### src/rtl/vga_frame_capture_if.sv
// Write port of the 320x240x12 frame block RAM, as driven by the capture path.
interface vga_frame_capture_if;
  logic        wea;
  logic [16:0] addra;
  logic [11:0] dina;

  modport master (output wea, addra, dina);
  modport slave  (input  wea, addra, dina);
endinterface

### src/rtl/vga_frame_capture.sv
// Samples an incoming VGA stream, recovers pixel/line position from the sync edges,
// 2x2-decimates the active area and writes one full frame into the frame RAM per request.
module vga_frame_capture #(
  parameter int unsigned H_SYNC     = 96,
  parameter int unsigned H_BP       = 48,
  parameter int unsigned H_ACTIVE   = 640,
  parameter int unsigned H_TOTAL    = 800,
  parameter int unsigned V_SYNC     = 2,
  parameter int unsigned V_BP       = 33,
  parameter int unsigned V_ACTIVE   = 480,
  parameter int unsigned LOCK_LINES = 4
) (
  input  logic                       clk_i,
  input  logic                       rst_ni,
  input  logic                       hsync_i,
  input  logic                       vsync_i,
  input  logic [11:0]                pixel_in_i,
  input  logic                       capture_start_i,
  vga_frame_capture_if.master        ram,
  output logic                       busy_o,
  output logic                       frame_done_o,
  output logic                       abort_o,
  output logic                       locked_o
);

  localparam int unsigned H_OFF  = H_SYNC + H_BP;
  localparam int unsigned V_OFF  = V_SYNC + V_BP;
  localparam int unsigned V_END  = V_OFF + V_ACTIVE;
  localparam int unsigned STRIDE = H_ACTIVE / 2;
  localparam int unsigned LW     = $clog2(LOCK_LINES + 1);

  typedef enum logic [1:0] {IDLE, ARM, CAPTURE, DONE} state_e;

  logic        hs_s1_q, vs_s1_q, hs_s2_q, vs_s2_q;
  logic [11:0] pix_s1_q;
  logic [9:0]  h_cnt_q, h_cnt_d, v_cnt_q, v_cnt_d;
  logic [LW-1:0] lock_cnt_q, lock_cnt_d;
  state_e      state_q, state_d;
  logic        wea_q, wea_d, frame_done_q, frame_done_d, abort_q, abort_d;
  logic [16:0] addra_q, addra_d;
  logic [11:0] dina_q;

  logic       hs_fall, vs_fall, locked, x_act, y_act;
  logic [9:0] x, y;

  assign hs_fall = hs_s2_q & ~hs_s1_q;
  assign vs_fall = vs_s2_q & ~vs_s1_q;
  assign locked  = (lock_cnt_q == LW'(LOCK_LINES));

  // Counters are resolved combinationally so the position lines up with the pixel now in s1.
  always_comb begin
    h_cnt_d = hs_fall ? '0 : ((h_cnt_q == '1) ? h_cnt_q : h_cnt_q + 10'd1);
    v_cnt_d = v_cnt_q;
    if (vs_fall) begin
      v_cnt_d = '0;
    end else if (hs_fall && v_cnt_q != '1) begin
      v_cnt_d = v_cnt_q + 10'd1;
    end

    lock_cnt_d = lock_cnt_q;
    if (hs_fall) begin
      if (h_cnt_q == 10'(H_TOTAL - 1)) begin
        lock_cnt_d = locked ? lock_cnt_q : lock_cnt_q + LW'(1);
      end else begin
        lock_cnt_d = '0;
      end
    end else if (h_cnt_d == '1) begin
      lock_cnt_d = '0;
    end
  end

  always_comb begin
    x       = h_cnt_d - 10'(H_OFF);
    y       = v_cnt_d - 10'(V_OFF);
    x_act   = (h_cnt_d >= 10'(H_OFF)) && (h_cnt_d < 10'(H_OFF + H_ACTIVE));
    y_act   = (v_cnt_d >= 10'(V_OFF)) && (v_cnt_d < 10'(V_END));
    wea_d   = (state_q == CAPTURE) && locked && x_act && y_act && !x[0] && !y[0];
    addra_d = 17'(y[9:1]) * 17'(STRIDE) + 17'(x[9:1]);
  end

  always_comb begin
    state_d      = state_q;
    frame_done_d = 1'b0;
    abort_d      = 1'b0;
    unique case (state_q)
      IDLE:    if (capture_start_i) state_d = ARM;
      ARM:     if (vs_fall && locked) state_d = CAPTURE;
      CAPTURE: begin
        if (!locked) begin
          state_d = IDLE;
          abort_d = 1'b1;
        end else if (hs_fall && v_cnt_d == 10'(V_END)) begin
          state_d      = DONE;
          frame_done_d = 1'b1;
        end
      end
      DONE:    state_d = IDLE;
      default: state_d = IDLE;
    endcase
  end

  always_ff @(posedge clk_i) begin
    if (!rst_ni) begin
      hs_s1_q      <= 1'b1;
      vs_s1_q      <= 1'b1;
      hs_s2_q      <= 1'b1;
      vs_s2_q      <= 1'b1;
      pix_s1_q     <= '0;
      h_cnt_q      <= '0;
      v_cnt_q      <= '0;
      lock_cnt_q   <= '0;
      state_q      <= IDLE;
      wea_q        <= 1'b0;
      addra_q      <= '0;
      dina_q       <= '0;
      frame_done_q <= 1'b0;
      abort_q      <= 1'b0;
    end else begin
      hs_s1_q      <= hsync_i;
      vs_s1_q      <= vsync_i;
      hs_s2_q      <= hs_s1_q;
      vs_s2_q      <= vs_s1_q;
      pix_s1_q     <= pixel_in_i;
      h_cnt_q      <= h_cnt_d;
      v_cnt_q      <= v_cnt_d;
      lock_cnt_q   <= lock_cnt_d;
      state_q      <= state_d;
      wea_q        <= wea_d;
      addra_q      <= wea_d ? addra_d : addra_q;
      dina_q       <= wea_d ? pix_s1_q : dina_q;
      frame_done_q <= frame_done_d;
      abort_q      <= abort_d;
    end
  end

  assign ram.wea      = wea_q;
  assign ram.addra    = addra_q;
  assign ram.dina     = dina_q;
  assign busy_o       = (state_q == ARM) || (state_q == CAPTURE);
  assign frame_done_o = frame_done_q;
  assign abort_o      = abort_q;
  assign locked_o     = locked;

endmodule

### src/flat_wrapper.sv
// flat-port wrapper written by rule: the top's interface ports become plain ports
module vga_frame_capture_flat 
#(
  parameter int unsigned H_SYNC     = 96,
  parameter int unsigned H_BP       = 48,
  parameter int unsigned H_ACTIVE   = 640,
  parameter int unsigned H_TOTAL    = 800,
  parameter int unsigned V_SYNC     = 2,
  parameter int unsigned V_BP       = 33,
  parameter int unsigned V_ACTIVE   = 480,
  parameter int unsigned LOCK_LINES = 4
)
  (clk_i, rst_ni, hsync_i, vsync_i, pixel_in_i, capture_start_i, busy_o, frame_done_o, abort_o, locked_o, ram_wea, ram_addra, ram_dina);
  vga_frame_capture_if ram_i ();
  input  logic clk_i;
  input  logic rst_ni;
  input  logic hsync_i;
  input  logic vsync_i;
  input  logic [11:0] pixel_in_i;
  input  logic capture_start_i;
  output logic busy_o;
  output logic frame_done_o;
  output logic abort_o;
  output logic locked_o;
  output wire logic [$bits(ram_i.wea)-1:0] ram_wea;
  output wire logic [$bits(ram_i.addra)-1:0] ram_addra;
  output wire logic [$bits(ram_i.dina)-1:0] ram_dina;
  assign ram_wea = ram_i.wea;
  assign ram_addra = ram_i.addra;
  assign ram_dina = ram_i.dina;
  vga_frame_capture #(.H_SYNC(H_SYNC), .H_BP(H_BP), .H_ACTIVE(H_ACTIVE), .H_TOTAL(H_TOTAL), .V_SYNC(V_SYNC), .V_BP(V_BP), .V_ACTIVE(V_ACTIVE), .LOCK_LINES(LOCK_LINES)) u_core (.clk_i(clk_i), .rst_ni(rst_ni), .hsync_i(hsync_i), .vsync_i(vsync_i), .pixel_in_i(pixel_in_i), .capture_start_i(capture_start_i), .ram(ram_i), .busy_o(busy_o), .frame_done_o(frame_done_o), .abort_o(abort_o), .locked_o(locked_o));
endmodule
### config.mk
export PLATFORM = sky130hd
export DESIGN_NAME = vga_frame_capture_flat
export DESIGN_NICKNAME = d
export VERILOG_FILES = /design/src/rtl/vga_frame_capture_if.sv /design/src/rtl/vga_frame_capture.sv /design/src/flat_wrapper.sv
export SDC_FILE = /design/constraint.sdc
export NUM_CORES = 1
export LEC_CHECK = 0
export CAP_MARGIN = 20
export CORE_UTILIZATION = 56
export CTS_BUF_LIST = sky130_fd_sc_hd__clkbuf_16
export DETAILED_ROUTE_END_ITERATION = 10
export PLACE_DENSITY = 0.82
export SLEW_MARGIN = 15
export SYNTH_ARGS = -nofsm -noshare
export SYNTH_HDL_FRONTEND = slang
export SYNTH_SLANG_ARGS = --single-unit
### constraint.sdc
create_clock -name clk_i -period 6.17 [get_ports clk_i]
set_clock_uncertainty 0.1 [all_clocks]
set_input_delay 0.617 -clock clk_i [delete_from_list [all_inputs] [get_ports clk_i]]
set_output_delay 0.617 -clock clk_i [all_outputs]
set_load 0.02 [all_outputs]
Word-level counts from Yosys, hierarchy flattened. Index checks and enable logic that the tools add are counted.

Flip-flop bits (word level): 73. Bits in latches: 0. Memory bits (writable): 0. Bits in read-only memories: 0. Output and inout bits: 34. Memories: 0.

Add/subtract/negate cells: 6. Multiply operators: 1. Div/mod/pow operators: 0. Order comparisons: 4. Equality and inequality tests: 13. Shifts and indexed selects: 0. Multiplexer cells: 15. Bitwise gates (word level): 4. Reductions and logical operators: 19.

Operators with widths (number): equality test 10 bit (second input constant) (4); two-way mux 10 bit (4); adder 10 x 1 -> 10 bit (second input constant) (2); less-than comparator 10 bit (second input constant) (2); adder 17 x 9 -> 17 bit (1); two-way mux 3 bit (4); multiplier 9 x 3 -> 11 bit (second input constant) (1); greater-or-equal comparator 10 x 6 -> 1 bit (second input constant) (1); greater-or-equal comparator 10 x 8 -> 1 bit (second input constant) (1); logical AND 1 bit (10); != test 10 bit (second input constant) (1); subtractor 10 x 6 -> 10 bit (second input constant) (1); subtractor 10 x 8 -> 10 bit (second input constant) (1); two-way mux 2 bit (4); one-hot mux 2 bit (4 select lines) (1); != test 3 bit (second input constant) (2); AND reduction 3 bit (2); equality test 2 bit (second input constant) (2); AND reduction 2 bit (2); adder 3 x 1 -> 3 bit (second input constant) (1); equality test 3 bit (second input constant) (1); AND 1 bit (2); equality test 2 x 1 -> 1 bit (second input constant) (1); zero test 1 bit (2); other kinds (7) (9).

Logic depth before layout (Yosys ltp). Gate-level depths: netlist (run 1).

Depth in word-level cells: 10. Gate-level depth with buffers: 21. Depth with buffers taken out: 21.

Worst setup path after synthesis (run 1). Ideal clock, no wire load.

Path type: reg-to-reg. From: register u_core.v_cnt_q[0]. To: register u_core.addra_q[16] (netlist: u_core.ram.addra[16]). Setup time: 124 ps. Arrival: 4284 ps. Required time: 5946 ps. Slack: 1661 ps. Cell stages (with the launch flop): 21. Path buffers: 0. Period minus slack after synthesis: 4509 ps. Cell sequence: dfxtp_1 ha_1 nand3_1 o31a_1 mux2i_1 nor2_1 ha_1 nor4_1 nor2_1 xnor2_1 ha_1 ha_1 a21oi_1 nand2_1 a21o_1 a21o_1 xnor2_1 or2_2 o21a_1 nor4_1 nor3b_1.

Word-level cells in the longest chain between the ends: 9. Elaborated cells between the ends (all ways): 15.

Ends and longest elaborated chain: start, declared (RTL line vga_frame_capture.sv:36) `logic [9:0] h_cnt_q, h_cnt_d, v_cnt_q, v_cnt_d;`; start signal, assigned (RTL line vga_frame_capture.sv:125) `v_cnt_q <= v_cnt_d;`; parallel branches: the longest is 2 deep, another holds adder 10 x 1 -> 10 bit; two-way mux 10 bit * (RTL line vga_frame_capture.sv:56) `end else if (hs_fall && v_cnt_q != '1) begin`; two-way mux 10 bit * (RTL line vga_frame_capture.sv:54) `if (vs_fall) begin`; net u_core.v_cnt_d[1] (RTL line vga_frame_capture.sv:36); parallel branches: the longest is 5 deep, another holds adder 17 x 9 -> 17 bit; end signal, assigned (RTL line vga_frame_capture.sv:129) `addra_q <= wea_d ? addra_d : addra_q;`; end, declared (RTL line vga_frame_capture.sv:40) `logic [16:0] addra_q, addra_d;`.

Mark *: on every way through the listed nets, which the timed path passes. A chain may end at the register's enable or synchronous reset.

Worst setup path after layout (run 1). Ends and elaborated chain as after synthesis.

==> results of run 1 <==
## cell type report
class,instances,area [um2],area share (%)
multi-input cells,346,2420,49.2
flip-flops and latches,73,1460,29.8
repair buffers,54,531,10.8
clock buffers,9,225,4.59
well taps,96,120,2.45
inverters,23,86.3,1.76
clock inverters,7,67.6,1.38
## kinds of logic after synthesis
logic type	count (synthesis)	share of synthesized area, %
adders and majority gates	29	9.23
buffers and inverters	41	4.64
and+or+nand+nor	186	23.7
muxes	28	7.01
xor gates and xnor gates	29	6.43
DFF	73	35.9
AOI/OAI and AO/OA	74	13.1
## report_power, final
| part | switching [mW] | internal (mW) | total, mW |
|---|---|---|---|
| registers | 0.0103 | 0.484 | 0.495 |
| clock network | 0.235 | 0.285 | 0.520 |
| logic | 0.0670 | 0.0598 | 0.127 |
## worst paths after layout
path                                      from                           endpoint
setup / recovery  u_core.v_cnt_q[0]$_SDFF_PN0_  u_core.ram.addra[16]$_SDFFE_PN0P_
hold / removal       u_core.vs_s1_q$_SDFF_PN1_          u_core.vs_s2_q$_SDFF_PN1_
setup reg to reg  u_core.v_cnt_q[0]$_SDFF_PN0_  u_core.ram.addra[16]$_SDFFE_PN0P_
hold reg to reg      u_core.vs_s1_q$_SDFF_PN1_          u_core.vs_s2_q$_SDFF_PN1_
## flip-flops by register name, summed over array words and instances (netlist names), 2 cells and up
register / count
u_core.lock_cnt_q: 3
u_core.pix_s1_q: 12
u_core.h_cnt_q: 10
u_core.state_q: 2
u_core.ram.addra: 17
u_core.v_cnt_q: 10
u_core.ram.dina: 12
## critical path, cell delays in order, from the launching register on
cell     delay (ps)
dfxtp_1         410
ha_1            250
nand3_1         140
o31a_1          340
xnor2_1         230
nor2_1          100
ha_1            250
nor4_1          480
nor2_1          100
xnor2_1         240
ha_1            280
ha_1            350
a21oi_1         170
nand2_1         110
a21o_1          190
a21o_1          200
xnor2_1         170
or2_2           320
o21a_1          190
nor4_1          270
nor3b_1          90
## cell usage in the layout (no fill, tap or decap), types with 4 or more instances in the layout
cell and instances:
nor4_1 6, nand2b_1 11, a211oi_1 10, nor3_1 20
nand2_1 27, nand3_1 12, a31oi_1 4, clkbuf_16 9
o21ai_0 9, ha_1 26, a21o_1 4, inv_1 23
clkdlybuf4s50_1 50, a21oi_1 15, nor2b_1 4, o21a_1 6
nor2_1 57, dfxtp_1 73, xnor2_1 16, buf_4 4
xor2_1 12, mux2i_1 27, and2_1 18
## metrics by stage
stage	instances	hold WS, ps
5_1_grt	608	382
3_5_place_dp	592	344
6_report	608	360
3_3_place_gp	592	342
2_1_floorplan	460	325
4_1_cts	608	363
## layer usage
layer	vias to the layer above	global-route usage, %
met5	-	0
met4	0	8.64
met3	18	6.82
li1	1710	-
met2	95	43.9
met1	1615	32.4
==> summary.md, run 1 <==
| Metric | Value |
|---|---|
| Number of buffers created by CTS | 9 |
| # setup viols final | 0 |
| Synth Flop Type | dfxtp_1 |
| Setup_tns | 0 ps |
| Worst Hold Depth | 1 |
| Data required, critical path | 6290 ps |
| Port-buffer cells | 50 |
| Met2 WL | 4.27 mm |
| GRT Resource Usage Total | 26.1% |
| Final HPWL DP | between 6 and 7 mm |
| Fillers | 539 |
| Vias per cell | between 5 and 6 |
| Drt pass-1 iters | 5 |
| Clk Latency, worst-skew pair | 340 ps |
| Via count | 3438 |
| # rows | 30 |
| First-pass GRT wire length | 15.4 mm |
| CP arrival | 5220 ps |
| Worst Tran Pin Value | roughly 600 ps |
| Initial antenna violation count | 0 |
| Antenna Nets Post-Route | 0 |
| Chip Height | 87.2 um |
| Slew margin rel. | roughly 59% |
| Hold buffers post-CTS | 0 |
| Post-route cell area | 4910 um2 |
| Clock root buffer | clkbuf_16 |
| PD cells | 233 nW/um2 |
| Critical path peak fanout | 5 |
| Final min period | 5100 ps |
| Setup Fix Bufs, Post-CTS | 0 |
| Initial drt markers | 200 |
| Synthesized area | 4070 um2 |
| Setup WS pre-CTS | 1170 ps |
| Final hold vios | 0 |
| Yosys reg bits | 73 |
| Cells after synthesis | 460 |
| Largest cells by area after synthesis | dfxtp_1, ha_1, mux2i_1 |
| Register area share after synthesis | between 30% and 40% |
| Overflow after GRT | 0 |
| CTS resizes | 0 |
| Global placement routability congestion | 0.857 |
| Post-route DRC violation count | 0 |
| Most frequent cell after synthesis | dfxtp_1 |
| CP endpoint kind | flop |
| Overall Power | between 1 and 1.5 mW |
| Area Overhead vs Synth | 20.7% |
| Max cap viols | 0 |
| Area leader, netlist | dfxtp_1 |
| Number of diodes | 0 |
| Crit start category | flop |
| RSZ-0062 raised after global routing | false |
| Fin util | a little under three quarters |
| Clock slew at reported path FFs | 70 ps |
| CTS tree | built |
| Io pins | between 50 and 60 |
| Syn Area/Cell | 8.84 um2 |
| CORE AREA | 6910 um2 |
| Final Max Slew Viols | 0 |
| Clock Sinks | 73 |
| Final layout net count | 552 |
| Largest net degree at the start of global routing | 43 |
| Post-DR wirelength/cell | 15.0 um |
| Top cell type's share of synthesized area | 35.9% |
| CTS max path bufs | 2 |
| Share of layout cells above drive strength 1 | 8.40% |
| Ys Warns | 0 |
| Worst reg-to-reg setup slack | approximately 1100 ps |
| Mapped Nets | just over 500 |
| Die Wd | between 80 and 90 um |
| Die area | 7610 um2 |
| Synth cell count leaders | dfxtp_1, nor2_1, mux2i_1, nand2_1, ha_1 |
| Yosys cell types | 67 |
| Highest routing layer actually used | met4 |
| Achievable Freq | approximately 200 MHz |
| Worst min path class | flop to flop |
| R2R depth | 20 |
| Static Leakage | 1.95 nW |
| Max VDD drop | approximately 0.20 mV |
| CP Class | flop to flop |
| Placed instance area | 4620 um2 |
| Tcrit/Tclk final | between 80% and 90% |
| H-tree levels | 3 |
| Initial Util | 58.9% |
| Async SR Flop Fraction | 0% |
| Met3 WL | around 550 um |
| Vias in the first global route | 3373 |
| Final worst slack | 1070 ps |
| Post-Route M1 WL | a little over 4 mm |
| Post-synth EDFFs | 0 |
| Run status | completed |
| Post-Route WL | between 9 and 10 mm |
Power figures use the tool's default switching activity.
==> run 2: changes to the inputs <==
Clock period 6.17 ns to 5.32 ns, I/O delays scaled along.
==> summary.md, run 2 (same netlist as run 1, synthesis figures left out) <==
| Metric | Value |
|---|---|
| Run status | completed (unchanged) |
| Largest delay share family, worst path | simple AND/OR/NAND/NOR gates (unchanged) |
| # rows | 30 (unchanged) |
| CP endpoint kind | flop (unchanged) |
| GRT Resource Usage Total | 26.1% (about the same) |
| Clock Sinks | 73 (unchanged) |
| Vias in the first global route | 3357 (was 3373) |
| Antenna Nets Post-Route | 0 (unchanged) |
| Static Leakage | 1.96 nW (was 1.95 nW) |
| Largest net degree at the start of global routing | 40 (was 43) |
| Post-route DRC violation count | 0 (unchanged) |
| Final layout net count | 555 (was 552) |
| Initial antenna violation count | 0 (unchanged) |
| CP max stage delay | 480 ps (about the same) |
| # setup viols final | 0 (unchanged) |
| Max cap viols | 0 (unchanged) |
| Clk Latency, worst-skew pair | 330 ps (was 340 ps) |
| Chip Height | 87.2 um (unchanged) |
| Max reg flops | 17 (unchanged) |
| CTS resizes | 0 (unchanged) |
| Hold buffers post-CTS | 0 (unchanged) |
| Crit start category | flop (unchanged) |
| Post-DR wirelength/cell | 15.2 um (was 15.0 um) |
| Commonest non-fill, non-tap cell in the layout | dfxtp_1 (unchanged) |
| Number of diodes | 0 (unchanged) |
| Crit path cell chain | ha_1 -> nand3_1 -> o31a_1 -> xnor2_1 -> nor2_1 -> ha_1 -> nor4_1 -> nor2_1 -> xnor2_1 -> ha_1 -> ha_1 -> a21oi_1 -> nand2_1 -> a21o_1 -> a21o_1 -> xnor2_1 -> or2_2 -> o21a_1 -> nor4_1 -> nor3b_1 (unchanged) |
| CP arrival | 5110 ps (was 5220 ps) |
| Global placement routability congestion | 0.850 (was 0.857) |
| Data required, critical path | 5440 ps (was 6290 ps) |
| CP Class | flop to flop (unchanged) |
| CTS max path bufs | 2 (unchanged) |
| Vias per cell | 5.66 (was 5.65) |
| Final Max Slew Viols | 0 (unchanged) |
| CP most frequent cell | ha_1 (unchanged) |
| Buffer and inverter count on the worst path | 0 (unchanged) |
| Slowest stage cell on the critical path | nor4_1 (unchanged) |
| Clock root buffer | clkbuf_16 (unchanged) |
| H-tree levels | 3 (unchanged) |
| Overflow after GRT | 0 (unchanged) |
| Final HPWL DP | 6.30 mm (was 6.38 mm) |
| Io pins | 51 (unchanged) |
| Commonest non-fill, non-tap cells in the layout | dfxtp_1, nor2_1, clkdlybuf4s50_1, nand2_1, mux2i_1 (unchanged) |
| Setup_tns | 0 ps (unchanged) |
| Critical path peak fanout | 5 (unchanged) |
| Share of layout cells above drive strength 1 | 8.74% (was 8.40%) |
| Clock slew at reported path FFs | 60 ps (was 70 ps) |
| Final hold vios | 0 (unchanged) |
| Number of buffers created by CTS | 9 (unchanged) |
| Die Wd | 87.2 um (unchanged) |
| CORE AREA | 6910 um2 (unchanged) |
| Initial Util | 58.9% (unchanged) |
| Worst min path class | flop to flop (unchanged) |
| PD cells | 263 nW/um2 (was 233 nW/um2) |
| Worst Tran Pin Value | 649 ps (was 605 ps) |
| Achievable Freq | 200 MHz (was 196 MHz) |
| Post-Route WL | 9.26 mm (was 9.10 mm) |
| Slew margin rel. | 56.5% (was 59.2%) |
| Via count | 3456 (was 3438) |
| Tcrit/Tclk final | 93.8% (was 82.6%) |
| RSZ-0062 raised after global routing | false (unchanged) |
| CTS tree | built (unchanged) |
| Area Overhead vs Synth | 20.8% (was 20.7%) |
| Hold_ws | 358 ps (was 360 ps) |
| Final min period | 4990 ps (was 5100 ps) |
| Port-buffer cells | 50 (unchanged) |
| First-pass GRT wire length | 15.3 mm (was 15.4 mm) |
| Initial drt markers | 204 (was 200) |
| Max VDD drop | 0.300 mV (was 0.199 mV) |
| Drt pass-1 iters | 4 (was 5) |
| Die area | 7610 um2 (unchanged) |
run 2: path summary, 6_finish.rpt:
| check | cells past startpoint | end | startpoint | slack [ps] |
|---|---|---|---|---|
| setup / recovery | 20 | u_core.ram.addra[16]$_SDFFE_PN0P_ | u_core.v_cnt_q[0]$_SDFF_PN0_ | 330 |
| hold / removal | 1 | u_core.vs_s2_q$_SDFF_PN1_ | u_core.vs_s1_q$_SDFF_PN1_ | 360 |
| setup reg to reg | 20 | u_core.ram.addra[16]$_SDFFE_PN0P_ | u_core.v_cnt_q[0]$_SDFF_PN0_ | 330 |
| hold reg to reg | 1 | u_core.vs_s2_q$_SDFF_PN1_ | u_core.vs_s1_q$_SDFF_PN1_ | 360 |
run 2: cell type report:
class	instances	area, um2
fill	558	1990
multi-input combinational	346	2420
inverter	23	86.3
sequential	73	1460
timing repair buffer	57	553
clock inverter	7	51.3
tap	96	120
clock buffer	9	225
run 2: report_power, final:
part           internal, mW  switching, mW
registers             0.562         0.0125
clock network         0.320          0.248
logic                0.0704         0.0802
run 2: through the flow:
stage	setup slack (ps)	instance area (um2)	power (mW)	cells	util, %
final	332	4910	1.29	611	71.2
after global routing	8.45	4910	1.34	611	71.2
after CTS	354	4910	1.30	610	71.1
after detailed placement	386	4630	0.733	594	67.0
after global placement	576	4630	0.724	594	67.0
after floorplan	811	4070	0.687	460	-
run 2: routing by layer:
layer	global-route usage, %	part of all wire (%)	wire length (um)
met1	32.2	46	4260
met5	0	0	0
met3	7.30	4.4	411
met2	44.5	48	4480
met4	7.30	1.1	105
run 2: worst reg2reg max path: cells and delay by family (launching register included):
kind / cells / cell delay [ps]
AND/OR/NAND/NOR: 8 / 1540
adder cells (fa/ha/maj): 4 / 1140
AO/OA/AOI/OAI: 5 / 1060
XOR/XNOR: 3 / 630
flip-flops: 1 / 400
run 2: what timing repair did:
item,4_1_cts,5_1_grt
setup endpoints to repair,0,1
setup buffers,0,1
hold endpoints to repair,0,0
==> run 3: changes to the inputs <==
Settings changed: CORE_UTILIZATION 56 to 60, GPL_TIMING_DRIVEN set to 1, PLACE_DENSITY 0.82 to 0.87.
Clock period 5.32 ns to 5.85 ns, I/O delays scaled along.
==> summary.md, run 3 (same netlist as run 1, synthesis figures left out) <==
| Metric | Value |
|---|---|
| CTS max path bufs | 2 (unchanged) |
| Area Overhead vs Synth | 20.6% (was 20.8%) |
| Final Max Slew Viols | 0 (unchanged) |
| Final layout net count | 552 (was 555) |
| Worst Tran Pin Value | 916 ps (was 649 ps) |
| First-pass GRT wire length | 15.4 mm (was 15.3 mm) |
| R2R depth | 20 (unchanged) |
| Vias in the first global route | 3410 (was 3357) |
| Max reg flops | 17 (unchanged) |
| Achievable Freq | 192 MHz (was 200 MHz) |
| Worst r2r dst | u_core.ram.addra[16]$_SDFFE_PN0P_ (unchanged) |
| Number of diodes | 0 (unchanged) |
| Static Leakage | 1.96 nW (about the same) |
| CP Class | flop to flop (unchanged) |
| Worst reg-to-reg setup slack | 640 ps (was 330 ps) |
| Final HPWL DP | 6.31 mm (was 6.30 mm) |
| Post-Route WL | 9.47 mm (was 9.26 mm) |
| Worst min path class | flop to flop (unchanged) |
| Port-buffer cells | 50 (unchanged) |
| Post-route cell area | 4900 um2 (was 4910 um2) |
| PD cells | 247 nW/um2 (was 263 nW/um2) |
| Clk Latency, worst-skew pair | 340 ps (was 330 ps) |
| Slowest stage cell on the critical path | nor4_1 (unchanged) |
| Final hold vios | 0 (unchanged) |
| # setup viols final | 0 (unchanged) |
| CORE AREA | 6460 um2 (was 6910 um2) |
| Antenna Nets Post-Route | 0 (unchanged) |
| Post-route DRC violation count | 0 (unchanged) |
| CTS resizes | 0 (unchanged) |
| Post-DR wirelength/cell | 16.1 um (was 15.2 um) |
| Number of buffers created by CTS | 9 (unchanged) |
| Via count | 3525 (was 3456) |
| FF-to-FF Start | u_core.v_cnt_q[0]$_SDFF_PN0_ (unchanged) |
| Final worst slack | 644 ps (was 332 ps) |
| Tcrit/Tclk final | 89.0% (was 93.8%) |
| Crit path to | u_core.ram.addra[16]$_SDFFE_PN0P_ (unchanged) |
| # rows | 29 (was 30) |
| Share of layout cells above drive strength 1 | 8.22% (was 8.74%) |
| Die Wd | 84.3 um (was 87.2 um) |
| CP endpoint kind | flop (unchanged) |
| Commonest non-fill, non-tap cell in the layout | dfxtp_1 (unchanged) |
| Setup_tns | 0 ps (unchanged) |
| Io pins | 51 (unchanged) |
| Crit start category | flop (unchanged) |
| Overflow after GRT | 0 (unchanged) |
| Clock Sinks | 73 (unchanged) |
| Crit path cell chain | ha_1 -> nand3_1 -> o31a_1 -> xnor2_1 -> nor2_1 -> ha_1 -> nor4_1 -> nor2_1 -> xnor2_1 -> ha_1 -> ha_1 -> a21oi_1 -> nand2_1 -> a21o_1 -> a21o_1 -> xnor2_1 -> or2_2 -> o21a_1 -> nor4_1 -> nor3b_1 (unchanged) |
| Setup WS pre-CTS | 818 ps (was 386 ps) |
| Final min period | 5210 ps (was 4990 ps) |
| Initial drt markers | 327 (was 204) |
| Initial antenna violation count | 0 (unchanged) |
| Drt pass-1 iters | 5 (was 4) |
| Run status | completed (unchanged) |
| Die area | 7110 um2 (was 7610 um2) |
| Max cap viols | 0 (unchanged) |
| Hold buffers post-CTS | 0 (unchanged) |
| Clock root buffer | clkbuf_16 (unchanged) |
| CP max stage delay | 520 ps (was 480 ps) |
| CP most frequent cell | ha_1 (unchanged) |
| Clock slew at reported path FFs | 60 ps (about the same) |
| Setup crit start | u_core.v_cnt_q[0]$_SDFF_PN0_ (unchanged) |
| Max VDD drop | 0.234 mV (was 0.300 mV) |
| Setup Fix Bufs, Post-CTS | 0 (unchanged) |
| Commonest non-fill, non-tap cells in the layout | dfxtp_1, nor2_1, clkdlybuf4s50_1, nand2_1, mux2i_1 (unchanged) |
| CTS tree | built (unchanged) |
| Slew margin rel. | 38.8% (was 56.5%) |
| Largest net degree at the start of global routing | 40 (unchanged) |
| Placed instance area | 4580 um2 (was 4630 um2) |
| Vias per cell | 5.99 (was 5.66) |
| Global placement routability congestion | 0.861 (was 0.850) |
| Initial Util | 63.0% (was 58.9%) |
| RSZ-0062 raised after global routing | false (unchanged) |
| Data required, critical path | 5970 ps (was 5440 ps) |
| CP arrival | 5320 ps (was 5110 ps) |
| H-tree levels | 3 (unchanged) |
| GRT Resource Usage Total | 27.2% (was 26.1%) |
| Chip Height | 84.3 um (was 87.2 um) |
| Critical path peak fanout | 5 (unchanged) |
==> run 3: cell types whose count changed in the layout (fill, tap and decap cells not counted) <==
cell / change
bufinv_16: +1
buf_16: +1
inv_6: -2
buf_4: -4
clkinv_1: -1
clkinvlp_4: +1
==> run 3: power breakdown <==
group / switching [mW] / leakage [nW] / internal, mW
clock: 0.219 / 0.138 / 0.330
sequential: 0.0105 / 0.593 / 0.511
combinational: 0.0746 / 1.23 / 0.0652
==> run 3: routing by layer <==
metal / track usage (%) / share of wire [%] / vias up
li1: - / - / 1705
met1: 32.5 / 43 / 1640
met2: 46.1 / 47 / 145
met3: 6.78 / 7.1 / 35
met4: 12.5 / 2.8 / 0
met5: 0 / 0 / -
==> run 3: cell type report <==
| cell class | instances | area [um2] |
|---|---|---|
| Multi-Input combinational cell | 346 | 2420 |
| Timing Repair Buffer | 54 | 551 |
| Tap cell | 77 | 96.3 |
| Fill cell | 431 | 1550 |
| Sequential cell | 73 | 1460 |
| Clock inverter | 6 | 67.6 |
| Inverter | 23 | 86.3 |
| Clock buffer | 9 | 225 |
==> run 3: critical path, delay by kind of cell (launching register included) <==
family,cells,cell delay (ps)
simple gates,8,1700
fa+ha+maj,4,1150
compound gates,5,1070
xor+xnor,3,670
flops,1,390
==> run 3: worst min path at each step <==
stage	start	slack, ps	endpoint	depth (start not counted)
final	u_core.vs_s1_q$_SDFF_PN1_	360	u_core.vs_s2_q$_SDFF_PN1_	1
after global routing	u_core.vs_s1_q$_SDFF_PN1_	380	u_core.vs_s2_q$_SDFF_PN1_	1
after CTS	u_core.vs_s1_q$_SDFF_PN1_	370	u_core.vs_s2_q$_SDFF_PN1_	1
after detailed placement	u_core.vs_s1_q$_SDFF_PN1_	350	u_core.vs_s2_q$_SDFF_PN1_	1
after global placement	u_core.vs_s1_q$_SDFF_PN1_	340	u_core.vs_s2_q$_SDFF_PN1_	1
after floorplan	u_core.vs_s1_q$_SDFF_PN1_	330	u_core.vs_s2_q$_SDFF_PN1_	1
==> run 3: per-stage QoR <==
step                      hold slack, ps  power [mW]  instances  utilization (%)
after detailed placement             348       0.663        572             71.0
final                                359        1.21        588             75.9
after global placement               342       0.658        572             71.0
after floorplan                      325       0.625        460                -
after CTS                            367        1.21        587             75.5
after global routing                 383        1.25        588             75.9
==> RTL edit: new RTL, flow settings as in run 3 <==
`LOCK_LINES` is set to 4 in 2 places; all go to 2.
--- a/src/rtl/vga_frame_capture.sv
+++ b/src/rtl/vga_frame_capture.sv
@@ -8,7 +8,7 @@
   parameter int unsigned V_SYNC     = 2,
   parameter int unsigned V_BP       = 33,
   parameter int unsigned V_ACTIVE   = 480,
-  parameter int unsigned LOCK_LINES = 4
+  parameter int unsigned LOCK_LINES = 2
 ) (
   input  logic                       clk_i,
   input  logic                       rst_ni,
--- a/src/flat_wrapper.sv
+++ b/src/flat_wrapper.sv
@@ -8,7 +8,7 @@
   parameter int unsigned V_SYNC     = 2,
   parameter int unsigned V_BP       = 33,
   parameter int unsigned V_ACTIVE   = 480,
-  parameter int unsigned LOCK_LINES = 4
+  parameter int unsigned LOCK_LINES = 2
 )
   (clk_i, rst_ni, hsync_i, vsync_i, pixel_in_i, capture_start_i, busy_o, frame_done_o, abort_o, locked_o, ram_wea, ram_addra, ram_dina);
   vga_frame_capture_if ram_i ();
Behaviour: no difference found for any inputs over 10 cycles, from zero or initial values and one cycle with rst_ni low; that may be too few to reach the edited logic, so the function may still have changed.
==> RTL edit against run 3 <==
  * Sequential cell count shrank 1
  * Setup slack got worse by 0.27 ns
  * Fmax fell by 5.0%
  * Design area rose by 0.89%
  * Total power hardly changed
  * Synthesized area up 0.62%
  * Sequential power is 2% lower
  * Wire length increased by 2.4%
  * Sequential share of layout area is 0.67 points lower
  * Non-clock buffer count increased by 2
  * Global-route usage up 1.0 points
  * Critical endpoint unchanged
  * Highest routed layer unchanged
==> RTL edit: results (changes against run 3) <==
Global route
  – Vias in the first global route: 3475 (was 3410)
  – Initial antenna violation count: 0 (unchanged)
  – Pin count of the biggest net entering global routing: 42 (was 40)
  – All-Layer GR Usage: 28.18% (was 27.18%)
  – First-pass GRT wire length: 15860 um (was 15410 um)

Yosys
  – Yosys warns: 0 (unchanged)
  – Syn_area_per_cell: 8.801 um2 (was 8.843 um2)
  – Post-Syn Nets: 509 (was 505)
  – Top post-synthesis cells by area: dfxtp_1 35%, ha_1 7.6%, mux2i_1 7.6% (was dfxtp_1 36%, ha_1 8.0%, mux2i_1 6.6%)
  – Register area share after synthesis: 35.22% (was 35.93%)
  – Synth async-reset ratio: 0% (unchanged)
  – Synth cell types: 59 (was 67)
  – Commonest cells post-synth: 72 x dfxtp_1, 51 x nor2_1, 34 x nand2_1 (was 73 x dfxtp_1, 57 x nor2_1, 27 x mux2i_1, 27 x nand2_1, 26 x ha_1)

Clocking
  – H-tree Lvls: 3 (unchanged)
  – Worst-path clk slew: 0.06 ns (about the same)
  – TritonCTS buffer count: 9 (unchanged)
  – Root buf cell: clkbuf_16 (unchanged)
  – Clk Latency, worst-skew pair: 0.34 ns (about the same)

Drt
  – Per-cell routed wire length: 16.29 um (was 16.10 um)
  – Starting DRT DRC Count: 245 (was 327)
  – DR vias: 3617 (was 3525)
  – First-pass DRT Iterations: 7 (was 5)

Layout
  – Final Non-Filler Cells: 595 (was 588)
  – # nets final: 557 (was 552)
  – Number of inserted diodes: 0 (unchanged)
  – Layout cells sized above 1: 6.564% (was 8.219%)
  – Largest register FFs: 17 (unchanged)

Placed design
  – Placed Cells: 579 (was 572)
  – Placement Cell Area: 4639 um2 (was 4584 um2)
  – GPL Wtd Cong: 0.9301 (was 0.8614)
  – Input/output buffers: 50 (unchanged)
  – DPL Wire Length: 6565 um (was 6313 um)

STA
  – Slew HR: 51.01% (was 38.77%)

Critical path
  – Worst EP arrival: 5.60 ns (was 5.32 ns)
  – Crit Path Max Fanout: 5 (unchanged)

Power
  – Leak Pwr: 2.179 nW (was 1.958 nW)
  – Maximum VDD drop: 0.1986 mV (was 0.2344 mV)

Outcome
  – Status: finished clean (unchanged)
-- RTL edit: cell types whose count changed in the layout (fill, tap and decap cells not counted), moves of 6 or more --
cell and delta:
nor3_1 -9, inv_1 -8, xor2_1 -8, a211oi_1 -7, nand2_1 +7, nor2_1 -6
-- RTL edit: cell type report --
cell class / count / area [um2]
Sequential cell: 72 / 1441
Tap cell: 77 / 96.34
Inverter: 16 / 60.06
Fill cell: 445 / 1510
Clock buffer: 9 / 225.2
Multi-Input combinational cell: 358 / 2496
Timing Repair Buffer: 56 / 545.5
Clock inverter: 7 / 83.83
-- RTL edit: cells by family after synthesis --
kind of cell | after synthesis | synth area share [%]
multiplexers | 31 | 7.582
AND/OR/NAND/NOR | 193 | 25.40
AO/OA/AOI/OAI | 86 | 14.89
adder cells (fa/ha/maj) | 27 | 8.621
XOR/XNOR | 21 | 4.494
buffers and inverters | 35 | 3.790
flip-flops | 72 | 35.22
-- RTL edit: worst max-delay path, stage by stage, from the launching register on --
cell and delay [ns]:
dfxtp_1 0.36, ha_1 0.27, and3_1 0.18, a31oi_1 0.32, xnor2_1 0.20, nor2_1 0.10, ha_1 0.27, nor4_2 0.43
nor2_1 0.11, xnor2_1 0.28, ha_1 0.29, ha_1 0.35, nor2b_1 0.17, o21a_1 0.21, o21ai_0 0.30, and4b_1 0.29
nand3_1 0.15, and3_1 0.23, a311oi_1 0.29, a21boi_0 0.14, o311a_1 0.33
-- RTL edit: metal layers --
metal	GRT usage, %	wire length [um]
met5	0	0
met1	34.21	4193
met4	11.71	165
met3	8.358	868
met2	46.71	4466
-- RTL edit: through the flow --
stage               setup WS, ns  util, %  power, mW
finish                    0.3715    76.62      1.212
global route           0.0004610    76.62      1.254
CTS                       0.4165    76.62      1.216
detailed placement        0.5070    71.83     0.6506
global placement          0.6917    71.83     0.6459
floorplan                 0.9738        -     0.6098
-- RTL edit: worst paths after layout --
path,from,end,slack (ns),cells after the start
worst max-delay path,u_core.v_cnt_q[0],u_core.ram.addra[16],0.37,20
worst min-delay path,u_core.pix_s1_q[1],u_core.ram.dina[1],0.36,2
worst max register to register,u_core.v_cnt_q[0],u_core.ram.addra[16],0.37,20
worst min register to register,u_core.pix_s1_q[1],u_core.ram.dina[1],0.36,2
-- RTL edit: power by group --
group	switching [mW]	total, mW	internal, mW	leakage (nW)
registers	0.00813	0.512	0.504	0.585
clock network	0.230	0.568	0.338	0.149
logic	0.0705	0.131	0.0606	1.44
-- RTL edit: timing repair --
item	in CTS	in global routing
hold buffers	0	0
endpoints found under the setup margin	0	1
gates resized for setup	0	1
setup buffers	0	0
